$ cat src/rtl/status_register_pipe_pkg.sv
// Shared constants for the condition-code status register: flag bit positions,
// saved-bank identifiers and the bank-select width helper.
package status_register_pipe_pkg;

  localparam int FLAG_W_DEF = 4;

  // Condition-code bit positions; carry is at bit 2.
  localparam int FLAG_V = 0;
  localparam int FLAG_Z = 1;
  localparam int FLAG_C = 2;
  localparam int FLAG_N = 3;

  localparam int BANK_USR = 0;
  localparam int BANK_IRQ = 1;
  localparam int BANK_FIQ = 2;
  localparam int BANK_SVC = 3;

  function automatic int bank_w(input int n);
    return (n < 2) ? 1 : $clog2(n);
  endfunction

endpackage

$ cat src/rtl/status_pending_pipe.sv
// Chain of uncommitted flag writes: shifts one stage per edge, kill clears every
// stage, and the youngest valid stage is forwarded to the condition evaluator.
module status_pending_pipe #(
  parameter int FLAG_W = 4,
  parameter int DEPTH  = 2
) (
  input  logic              CLK,
  input  logic              CLR,
  input  logic              load,
  input  logic [FLAG_W-1:0] load_data,
  input  logic              kill,
  output logic              commit_vld,
  output logic [FLAG_W-1:0] commit_data,
  output logic              fwd_vld,
  output logic [FLAG_W-1:0] fwd_data,
  output logic              busy
);

  generate
    if (DEPTH == 1) begin : g_direct
      // Single-register behaviour: the write goes straight into the committed flags.
      assign commit_vld  = load & ~kill;
      assign commit_data = load_data;
      assign fwd_vld     = 1'b0;
      assign fwd_data    = '0;
      assign busy        = 1'b0;
    end else begin : g_pipe
      localparam int STAGES = DEPTH - 1;

      logic [STAGES-1:0]             vld_pipe;
      logic [STAGES-1:0][FLAG_W-1:0] data_pipe;

      always_ff @(posedge CLK or posedge CLR) begin
        if (CLR) begin
          vld_pipe  <= '0;
          data_pipe <= '0;
        end else begin
          vld_pipe[0]  <= load & ~kill;
          data_pipe[0] <= load_data;
          for (int i = 1; i < STAGES; i++) begin
            vld_pipe[i]  <= vld_pipe[i-1] & ~kill;
            data_pipe[i] <= data_pipe[i-1];
          end
        end
      end

      // Entry leaving the last stage is dropped if the chain is killed on this edge.
      assign commit_vld  = vld_pipe[STAGES-1] & ~kill;
      assign commit_data = data_pipe[STAGES-1];
      assign busy        = |vld_pipe;

      // Scan oldest to youngest so the lowest valid index wins.
      always_comb begin
        fwd_vld  = 1'b0;
        fwd_data = '0;
        for (int i = STAGES - 1; i >= 0; i--) begin
          if (vld_pipe[i]) begin
            fwd_vld  = 1'b1;
            fwd_data = data_pipe[i];
          end
        end
      end
    end
  endgenerate

endmodule

$ cat src/rtl/status_register_pipe.sv
// Condition-code status register with delayed commit, in-flight forwarding and
// banked save/restore for exception entry and return.
module status_register_pipe
  import status_register_pipe_pkg::*;
#(
  parameter int FLAG_W    = FLAG_W_DEF,
  parameter int CARRY_BIT = FLAG_C,
  parameter int NUM_BANKS = 4,
  parameter int DEPTH     = 2
) (
  input  logic                           CLK,
  input  logic                           CLR,
  input  logic [FLAG_W-1:0]              CC,
  input  logic                           S,
  input  logic                           flush,
  input  logic                           save_en,
  input  logic [bank_w(NUM_BANKS)-1:0]   save_bank,
  input  logic                           restore_en,
  input  logic [bank_w(NUM_BANKS)-1:0]   restore_bank,
  input  logic [bank_w(NUM_BANKS)-1:0]   rd_bank,
  output logic [FLAG_W-1:0]              Real_CC,
  output logic                           Carry,
  output logic [FLAG_W-1:0]              Fwd_CC,
  output logic                           Fwd_Carry,
  output logic                           flags_busy,
  output logic [FLAG_W-1:0]              rd_data
);

  localparam int            BW = bank_w(NUM_BANKS);
  localparam logic [BW:0]   NB = (BW + 1)'(NUM_BANKS);

  logic [NUM_BANKS-1:0][FLAG_W-1:0] banks;
  logic              commit_vld, fwd_vld;
  logic [FLAG_W-1:0] commit_data, fwd_data;
  logic              save_ok, restore_ok, rd_ok;

  assign save_ok    = {1'b0, save_bank} < NB;
  assign restore_ok = {1'b0, restore_bank} < NB;
  assign rd_ok      = {1'b0, rd_bank} < NB;

  // Restore also discards in-flight writes, even when its bank index is invalid.
  status_pending_pipe #(.FLAG_W(FLAG_W), .DEPTH(DEPTH)) u_pend (
    .CLK         (CLK),
    .CLR         (CLR),
    .load        (S),
    .load_data   (CC),
    .kill        (flush | restore_en),
    .commit_vld  (commit_vld),
    .commit_data (commit_data),
    .fwd_vld     (fwd_vld),
    .fwd_data    (fwd_data),
    .busy        (flags_busy)
  );

  always_ff @(posedge CLK or posedge CLR) begin
    if (CLR) begin
      Real_CC <= '0;
      Carry   <= 1'b0;
      banks   <= '0;
    end else begin
      if (restore_en) begin
        if (restore_ok) begin
          Real_CC <= banks[restore_bank];
          Carry   <= banks[restore_bank][CARRY_BIT];
        end
      end else if (commit_vld) begin
        Real_CC <= commit_data;
        Carry   <= commit_data[CARRY_BIT];
      end
      // Save captures the pre-edge committed flags; a same-bank restore reads the old bank.
      if (save_en && save_ok)
        banks[save_bank] <= Real_CC;
    end
  end

  assign Fwd_CC    = fwd_vld ? fwd_data : Real_CC;
  assign Fwd_Carry = Fwd_CC[CARRY_BIT];
  assign rd_data   = rd_ok ? banks[rd_bank] : '0;

endmodule

$ cat config.mk
export PLATFORM = sky130hd
export DESIGN_NAME = status_register_pipe
export DESIGN_NICKNAME = d
export VERILOG_FILES = /design/src/rtl/status_register_pipe_pkg.sv /design/src/rtl/status_pending_pipe.sv /design/src/rtl/status_register_pipe.sv
export SDC_FILE = /design/constraint.sdc
export NUM_CORES = 1
export LEC_CHECK = 0
export ABC_AREA = 1
export CAP_MARGIN = 10
export CORE_ASPECT_RATIO = 0.7
export CORE_UTILIZATION = 53
export DETAILED_ROUTE_END_ITERATION = 8
export PLACE_DENSITY = 0.85
export SLEW_MARGIN = 0
export SYNTH_ARGS = -nofsm -noshare
export SYNTH_HDL_FRONTEND = slang
export SYNTH_SLANG_ARGS = --single-unit
export TNS_END_PERCENT = 50
$ cat constraint.sdc
create_clock -name CLK -period 2.4 [get_ports CLK]
set_input_delay 0.36 -clock CLK [delete_from_list [all_inputs] [get_ports CLK]]
set_output_delay 0.36 -clock CLK [all_outputs]
set_load 0.005 [all_outputs]
## Word-level counts from Yosys, hierarchy flattened

Index checks and enable logic that the tools add are counted.

- Flip-flop bits (word level): 26
- Output and inout bits: 15
- Logic and storage cells: 32
- Input port bits: 16

- Magnitude comparators: 4
- Reduce and logical (&&, ||, !) cells: 2
- Bitwise gates (word level): 4
- Multiplexer cells: 14

Operator list:

| kind | number |
|---|---|
| 4-bit two-way mux | 7 |
| 4-bit binary-select mux with 2-bit select | 2 |
| 16-bit bitwise mux | 1 |
| 2-bit by 3-bit < comparator with 1-bit output (second input constant) | 3 |
| 4-bit demux with 2-bit select | 1 |
| 1-bit two-way mux | 3 |
| 1-bit bitwise AND | 2 |
| 2-bit by 1-bit >= comparator with 1-bit output (second input constant) | 1 |
| 2-bit nonzero test | 1 |
| 1-bit logical AND | 1 |
| 1-bit inverter | 1 |
| 1-bit OR | 1 |

## Logic depth before layout (Yosys ltp)

Gate-level depths: netlist of run 1.

- Word-level depth: 5
- Gate-level depth with buffers: 7

## By module

From an unflattened synthesis of run 1, not the netlist that was laid out.

- Cell total of the unflattened synthesis: 177
- Area total of the unflattened synthesis: 1,341.3 µm²

By module, submodules not included:

| module | sequential area each (µm²) | times used | area an instance (µm²) | cells an instance |
|---|---|---|---|---|
| status_register_pipe | 500.5 | 1 | 1,157.4 | 158 |
| status_pending_pipe | 125.1 | 1 | 183.9 | 19 |

## Least setup slack after synthesis of run 1

Ideal clock, no wire load.

- Path kind: register -> output
- Start: register u_pend.g_pipe.vld_pipe, in the netlist u_pend.busy
- End: output Fwd_CC[2]
- Slack: 1,063 ps
- Arrival: 977 ps
- Stages on the path, launching flop included: 4
- Data required time: 2,040 ps
- Cells stage by stage: dfrtp_1 > buf_4 > o21ai_0 > buf_4

- Longest elaborated chain between the ends: 2

Ends and longest elaborated chain:

| element | RTL line | source |
|---|---|---|
| start, declared | status_pending_pipe.sv:30 | `logic [STAGES-1:0] vld_pipe;` |
| start signal, assigned by index | status_pending_pipe.sv:41 | `vld_pipe[i] <= vld_pipe[i-1] & ~kill;` |
| 4-bit two-way mux or 1-bit two-way mux (tied branches) | status_pending_pipe.sv:57 | `if (vld_pipe[i]) begin` |
| 4-bit two-way mux (*) | status_register_pipe.sv:76 | `assign Fwd_CC = fwd_vld ? fwd_data : Real_CC;` |
| end, declared | status_register_pipe.sv:23 | `output logic [FLAG_W-1:0] Fwd_CC,` |

Mark *: on every way between the ends. The rest lies on a longest branch, timed or not.

## Worst setup path in the final report of run 1

- Start: input rd_bank[1]
- End: output rd_data[2]

- Longest elaborated chain between the ends: 2

Ends and longest elaborated chain:

| element | RTL line | source |
|---|---|---|
| start, declared | status_register_pipe.sv:20 | `input logic [bank_w(NUM_BANKS)-1:0] rd_bank,` |
| 4-bit binary-select mux with 2-bit select | status_register_pipe.sv:78 | `assign rd_data = rd_ok ? banks[rd_bank] : '0;` |
| 4-bit two-way mux (implied by the code) | status_register_pipe.sv:78 |  |
| end, declared | status_register_pipe.sv:26 | `output logic [FLAG_W-1:0] rd_data` |

Every way passes these cells. The select of a mux whose other input is x is not followed.

==> results by group, run 1 <==
Routing
  • Post-DRT Antenna Nets: 0
  • Via count: 1229
  • DR WL/cell: 13.38 um
  • Pre-antenna DRT Iters: 4
  • DRC: 0
  • Post-Route WL: 3.090 mm
  • 1st-iter DRT viols: 120
  • Vias per inst: 5.320

Worst setup path
  • Cell family with most CP delay: buffers and inverters
  • Slowest cell on the critical path: clkdlybuf4s50_1
  • Crit end category: primary output
  • WP data required: 2.04 ns
  • WP buf/inv: 2
  • Startpoint types: input pin
  • Worst EP arrival: 1.83 ns
  • Slowest stage delay, CP: 0.59 ns
  • CP Max Fanout: 8
  • Sequence of cells on the critical path: clkdlybuf4s50_1, a21oi_1, o21ai_0, nand2_1, clkdlybuf4s50_1
  • CP most frequent cell: clkdlybuf4s50_1
  • Crit path kind: in -> out

Global route
  • Vias in the first global route: 1111
  • Congestion Overflow GR: 0
  • Largest net degree at the start of global routing: 26
  • First-pass GRT wire length: 5.016 mm
  • Total track usage: 0.2469
  • Initial antenna violation count: 0

STA
  • Slew Limit Fails: 0
  • Post-route setup slack: 0.2140 ns
  • Final Hold Viols: 0
  • Fin Setup TNS: 0 ns
  • Min Tclk post-route: 2.186 ns
  • Slew @ Worst Pin: 0.4031 ns
  • Setup-failing EPs final: 0
  • Final Skew: 0.01242 ns
  • RSZ-0062 raised after global routing: false
  • Fin crit share: 0.9108
  • Slew margin rel.: 0.7313
  • Max Fclk: 0.4574 GHz

Job
  • Max Cap Viol: 0

Placement
  • Placed Instances: 227
  • Routability cong.: 0.8331
  • Dpl ws: 0.2382 ns
  • Port-buffer cells: 30
  • Detailed placer's ending HPWL: 2.431 mm

Final layout
  • Fin cells: 231
  • Commonest non-fill, non-tap cells in the layout: nand2_1, clkdlybuf4s50_1, dfrtp_1
  • Ant diodes: 0
  • Area Growth Syn to Fin: 23.28%
  • Share of cells above drive strength 1: 0.09548
  • Final Net Count: 216
  • Commonest non-fill, non-tap cell in the layout: nand2_1

Synth
  • Post-synthesis sequential area ratio: 0.4655
  • Yosys top cell area share: 0.4655
  • Flops & latches, synth: 25
  • Post-synth top area cell: dfrtp_1
  • Synthesized Nets: 187
  • Ranking of synthesized cells by area: dfrtp_1, nand2_1, nand3_1
  • Cell area after synthesis: 1344 um2
  • Synth Instances: 171
  • Mean area per synthesized cell: 7.858 um2
  • YS warnings: 0
  • Synth unique cells: 17

Clock tree
  • Post-cts sizing count: 0
  • CTS Root Cell: clkbuf_4
  • Clk slew on worst S/H paths: 0.14 ns
  • Sink Count: 25
  • CTS H-tree lvls: 1
  • Worst skew pair latency: 0.33 ns
  • Clock buffer depth: 2
  • CTS tree: built
  • Post-CTS setup-driven buffer insertion count: 0
  • Hold buffers post-CTS: 0
  • CTS Buf Count: 3

Power
  • Total power per unit cell area: 641.0 nW/um2
  • Leak: 0.0007825 uW
  • Peak VDD IR: 0.0004024 V

Floorplan
  • Top-Level Pins: 31
  • Row Count: 14
  • Die width: 62.19 um
  • Area of the core: 2277 um2
  • Die area: 2744 um2
  • Initial core utilization: 0.5901
  • Die height: 44.13 um

Status
  • Status: completed

Hold path
  • Worst Hold Class: in -> async
[stage by stage]
step / hold WS, ns / instance area, um2 / power [uW] / util
floorplan: 0.3873 / 1344 / 727.4 / -
global placement: 0.5033 / 1630 / 862.2 / 0.7159
detailed placement: 0.5144 / 1630 / 880.5 / 0.7159
CTS: 0.3910 / 1657 / 1065 / 0.7275
global route: 0.3976 / 1657 / 1130 / 0.7275
finish: 0.3747 / 1657 / 1062 / 0.7275
[layout make-up]
| cell class | instances | area [um2] |
|---|---|---|
| clock buffers | 4 | 26.28 |
| fillers | 173 | 620.6 |
| inverters | 25 | 96.34 |
| multi-input cells | 113 | 553.0 |
| flip-flops and latches | 25 | 625.6 |
| well taps | 32 | 40.04 |
| repair buffers | 32 | 315.3 |
[worst register-to-register path, delay by kind of cell (launching register included)]
kind,cells,cell delay [ns]
buffers and inverters,1,0.05
flip-flops,1,0.61
AND/OR/NAND/NOR,4,0.37
[kinds of logic after synthesis]
logic type | synth area share
and+or+nand+nor | 0.2700
AOI/OAI and AO/OA | 0.1415
buffers and inverters | 0.1229
DFF | 0.4655
[power breakdown]
| part | switching, uW | internal [uW] |
|---|---|---|
| clock network | 124 | 65.2 |
| registers | 69.0 | 493 |
| logic | 151 | 160 |
[registers in the layout (all words and copies together), names as in the netlist]
name and flops:
u_pend.busy 1, Real_CC 4, u_pend.commit_data 4, banks 16
[cell usage after synthesis]
| cell | n |
|---|---|
| nand2_1 | 54 |
| dfrtp_1 | 25 |
| inv_1 | 21 |
| nand3_1 | 19 |
| o21ai_1 | 16 |
| o21ai_0 | 8 |
| a21oi_1 | 4 |
| buf_4 | 4 |
| nand3_2 | 4 |
| o211ai_2 | 4 |
| buf_6 | 3 |
| inv_2 | 3 |
| nor2_1 | 2 |
| buf_2 | 1 |
| inv_4 | 1 |
| nand2_2 | 1 |
| nor2_4 | 1 |
[worst paths after layout]
| path | start | end | slack (ns) | cells after the start |
|---|---|---|---|---|
| worst max register to register | u_pend.busy | Real_CC[0] | 1.27 | 5 |
| worst min-delay path | CLR | u_pend.commit_data[2] | 0.37 | 3 |
| worst min register to register | banks[7] | banks[7] | 0.54 | 2 |
| min in group CLK | CC[1] | u_pend.commit_data[1] | 0.45 | 1 |
| worst max-delay path | rd_bank[1] | rd_data[2] | 0.21 | 5 |
| max in group asynchronous | CLR | banks[8] | 1.78 | 3 |
[per-layer routing]
metal / up-vias / global-route usage / part of all wire
met5: - / 0 / 0
met4: 0 / 0.1023 / 0.023
met3: 10 / 0.06701 / 0.059
met2: 40 / 0.4022 / 0.48
met1: 579 / 0.3201 / 0.44
li1: 600 / - / -
No activity file was read; power rests on OpenSTA's default activity.
==> inputs of run 2 (changes only) <==
SLEW_MARGIN = default   (was 0)
==> results of run 2 <==
No change in the layout: final DEF, timing and power equal those of run 1.
==> inputs of run 3 (changes only) <==
CORE_UTILIZATION = 30   (was 53)
PLACE_DENSITY = 0.53   (was 0.85)
==> run 3 against run 2 <==
Compared with the run above:
- critical path depth unchanged
- final area up 2.6%
- global-route usage fell by 9.6 points
- final cell count rose by 8.7%
- combinational power decreased by 1%
- routed wire length rose by 1.1%
- first-iteration DRC count is 33% lower
- die area is 73% higher
- power is 5.6% higher
- largest cell class unchanged
- sequential power is 0.9% higher
- non-clock buffer count stayed put
- clock power rose by 31%
==> results by group, run 3 (same netlist as run 1, synthesis figures left out) <==
Routing
  • Post-DRT Antenna Nets: 0 (unchanged)
  • 1st-iter DRT viols: 81 (was 120)
  • Vias per inst: 4.773 (was 5.320)
  • Post-Route WL: 3.125 mm (was 3.090 mm)
  • Pre-antenna DRT Iters: 4 (unchanged)
  • DRC: 0 (unchanged)
  • Via count: 1198 (was 1229)
  • DR WL/cell: 12.45 um (was 13.38 um)

Placement
  • Routability cong.: 0.7810 (was 0.8331)
  • Placed Instances: 247 (was 227)
  • Port-buffer cells: 30 (unchanged)
  • Detailed placer's ending HPWL: 2.439 mm (was 2.431 mm)

STA
  • Final hold slack: 0.4370 ns (was 0.3747 ns)
  • Final Hold Viols: 0 (unchanged)
  • Max Fclk: 0.4677 GHz (was 0.4574 GHz)
  • Setup-failing EPs final: 0 (unchanged)
  • Slew @ Worst Pin: 0.4030 ns (was 0.4031 ns)
  • RSZ-0062 raised after global routing: false (unchanged)
  • Fin crit share: 0.8909 (was 0.9108)
  • Slew margin rel.: 0.7313 (about the same)
  • Final Skew: 0.001660 ns (was 0.01242 ns)
  • Min Tclk post-route: 2.138 ns (was 2.186 ns)
  • Slew Limit Fails: 0 (unchanged)
  • Fin Setup TNS: 0 ns (unchanged)

Final layout
  • Share of cells above drive strength 1: 0.09548 (unchanged)
  • Fin cells: 251 (was 231)
  • Ant diodes: 0 (unchanged)
  • Max reg flops: 16 (unchanged)
  • Area Growth Syn to Fin: 26.54% (was 23.28%)
  • Layout filler cell count: 415 (was 173)
  • Reg with most FFs: banks (unchanged)
  • End-of-flow core utilization: 0.4134 (was 0.7275)
  • Commonest non-fill, non-tap cells in the layout: nand2_1, clkdlybuf4s50_1, dfrtp_1 (unchanged)
  • Commonest non-fill, non-tap cell in the layout: nand2_1 (unchanged)
  • Final Net Count: 216 (unchanged)
  • FF+latch area: 625.6 um2 (unchanged)
  • Footprint of the multi-input gates: 553.0 um2 (unchanged)

Floorplan
  • Row Count: 19 (was 14)
  • Die height: 58.00 um (was 44.13 um)
  • Area of the core: 4113 um2 (was 2277 um2)
  • Initial core utilization: 0.3267 (was 0.5901)
  • Die area: 4755 um2 (was 2744 um2)
  • Top-Level Pins: 31 (unchanged)
  • Die width: 82.00 um (was 62.19 um)

Clock tree
  • Clock buffer depth: 2 (unchanged)
  • Sink Count: 25 (unchanged)
  • Hold buffers post-CTS: 0 (unchanged)
  • CTS tree: built (unchanged)
  • Worst skew pair latency: 0.26 ns (was 0.33 ns)
  • CTS Root Cell: clkbuf_8 (was clkbuf_4)
  • CTS H-tree lvls: 1 (unchanged)
  • Clk slew on worst S/H paths: 0.08 ns (was 0.14 ns)
  • Post-cts sizing count: 0 (unchanged)
  • CTS Buf Count: 3 (unchanged)
  • Post-CTS setup-driven buffer insertion count: 0 (unchanged)

Worst setup path
  • Slowest stage delay, CP: 0.58 ns (was 0.59 ns)
  • Startpoint types: input pin (unchanged)
  • Crit end category: primary output (unchanged)
  • CP most frequent cell: clkdlybuf4s50_1 (unchanged)
  • Reg2Reg Depth: 5 (unchanged)
  • Worst reg2reg path endpoint: Real_CC[0] (unchanged)
  • Worst EP arrival: 1.78 ns (was 1.83 ns)
  • Flop-to-flop setup slack: 1.29 ns (was 1.27 ns)
  • Crit path kind: in -> out (unchanged)
  • Sequence of cells on the critical path: clkdlybuf4s50_1, a21oi_1, o21ai_0, nand2_1, clkdlybuf4s50_1 (unchanged)
  • WP data required: 2.04 ns (about the same)
  • Slowest cell on the critical path: clkdlybuf4s50_1 (unchanged)
  • Worst r2r src: u_pend.busy (unchanged)
  • CP Max Fanout: 8 (unchanged)

Power
  • Total power per unit cell area: 659.3 nW/um2 (was 641.0 nW/um2)
  • Total Power: 1121 uW (was 1062 uW)
  • Peak VDD IR: 0.0002874 V (was 0.0004024 V)
  • Leak: 0.0007902 uW (was 0.0007825 uW)

Global route
  • First-pass GRT wire length: 5.347 mm (was 5.016 mm)
  • Initial antenna violation count: 0 (unchanged)
  • Total track usage: 0.1510 (was 0.2469)
  • Vias in the first global route: 1154 (was 1111)
  • Largest net degree at the start of global routing: 26 (unchanged)
  • Congestion Overflow GR: 0 (unchanged)

Job
  • Max Cap Viol: 0 (unchanged)

Hold path
  • Worst Hold Class: in -> async (unchanged)

Status
  • Status: completed (unchanged)
run 3: cell counts in the layout (fill, tap and decap cells not counted):
No cell type changed its count.
run 3: area by class of cell:
class | instances | area share
Timing Repair Buffer | 32 | 0.1854
Sequential cell | 25 | 0.3679
Clock buffer | 4 | 0.02649
Multi-Input combinational cell | 113 | 0.3252
Tap cell | 52 | 0.03826
Inverter | 25 | 0.05666
run 3: worst max path at each step:
stage	startpoint	endpoint	slack, ns
after floorplan	u_pend.busy	Fwd_CC[2]	1.06
after global placement	rd_bank[1]	rd_data[3]	0.30
after detailed placement	rd_bank[1]	rd_data[2]	0.26
after CTS	rd_bank[1]	rd_data[1]	0.26
after global routing	rd_bank[1]	rd_data[2]	0.14
final	rd_bank[1]	rd_data[2]	0.26
run 3: layer usage:
metal | vias up | part of all wire | track usage | wire length [um]
met5 | - | 0 | 0 | 0
met4 | 0 | 0.0042 | 0.02256 | 13
met3 | 2 | 0.041 | 0.04252 | 127
met2 | 28 | 0.46 | 0.2326 | 1436
met1 | 566 | 0.50 | 0.2154 | 1547
li1 | 602 | - | - | -
run 3: where the power goes:
part	total [uW]	internal (uW)	switching, uW
Sequential	567	493	73.9
Combinational	307	160	147
Clock	248	119	129
Total	1120	771	350
run 3: critical path: cells and delay by family:
kind / cells / cell delay [ns]
AOI/OAI and AO/OA: 2 / 0.29
buffers and inverters: 2 / 1.07
and+or+nand+nor: 1 / 0.06
run 3: through the flow:
stage	cell area (um2)	worst slack, ns
final	1700	0.2619
after CTS	1700	0.2559
after global placement	1655	0.3006
after global routing	1700	0.1357
after detailed placement	1655	0.2578
after floorplan	1344	1.063
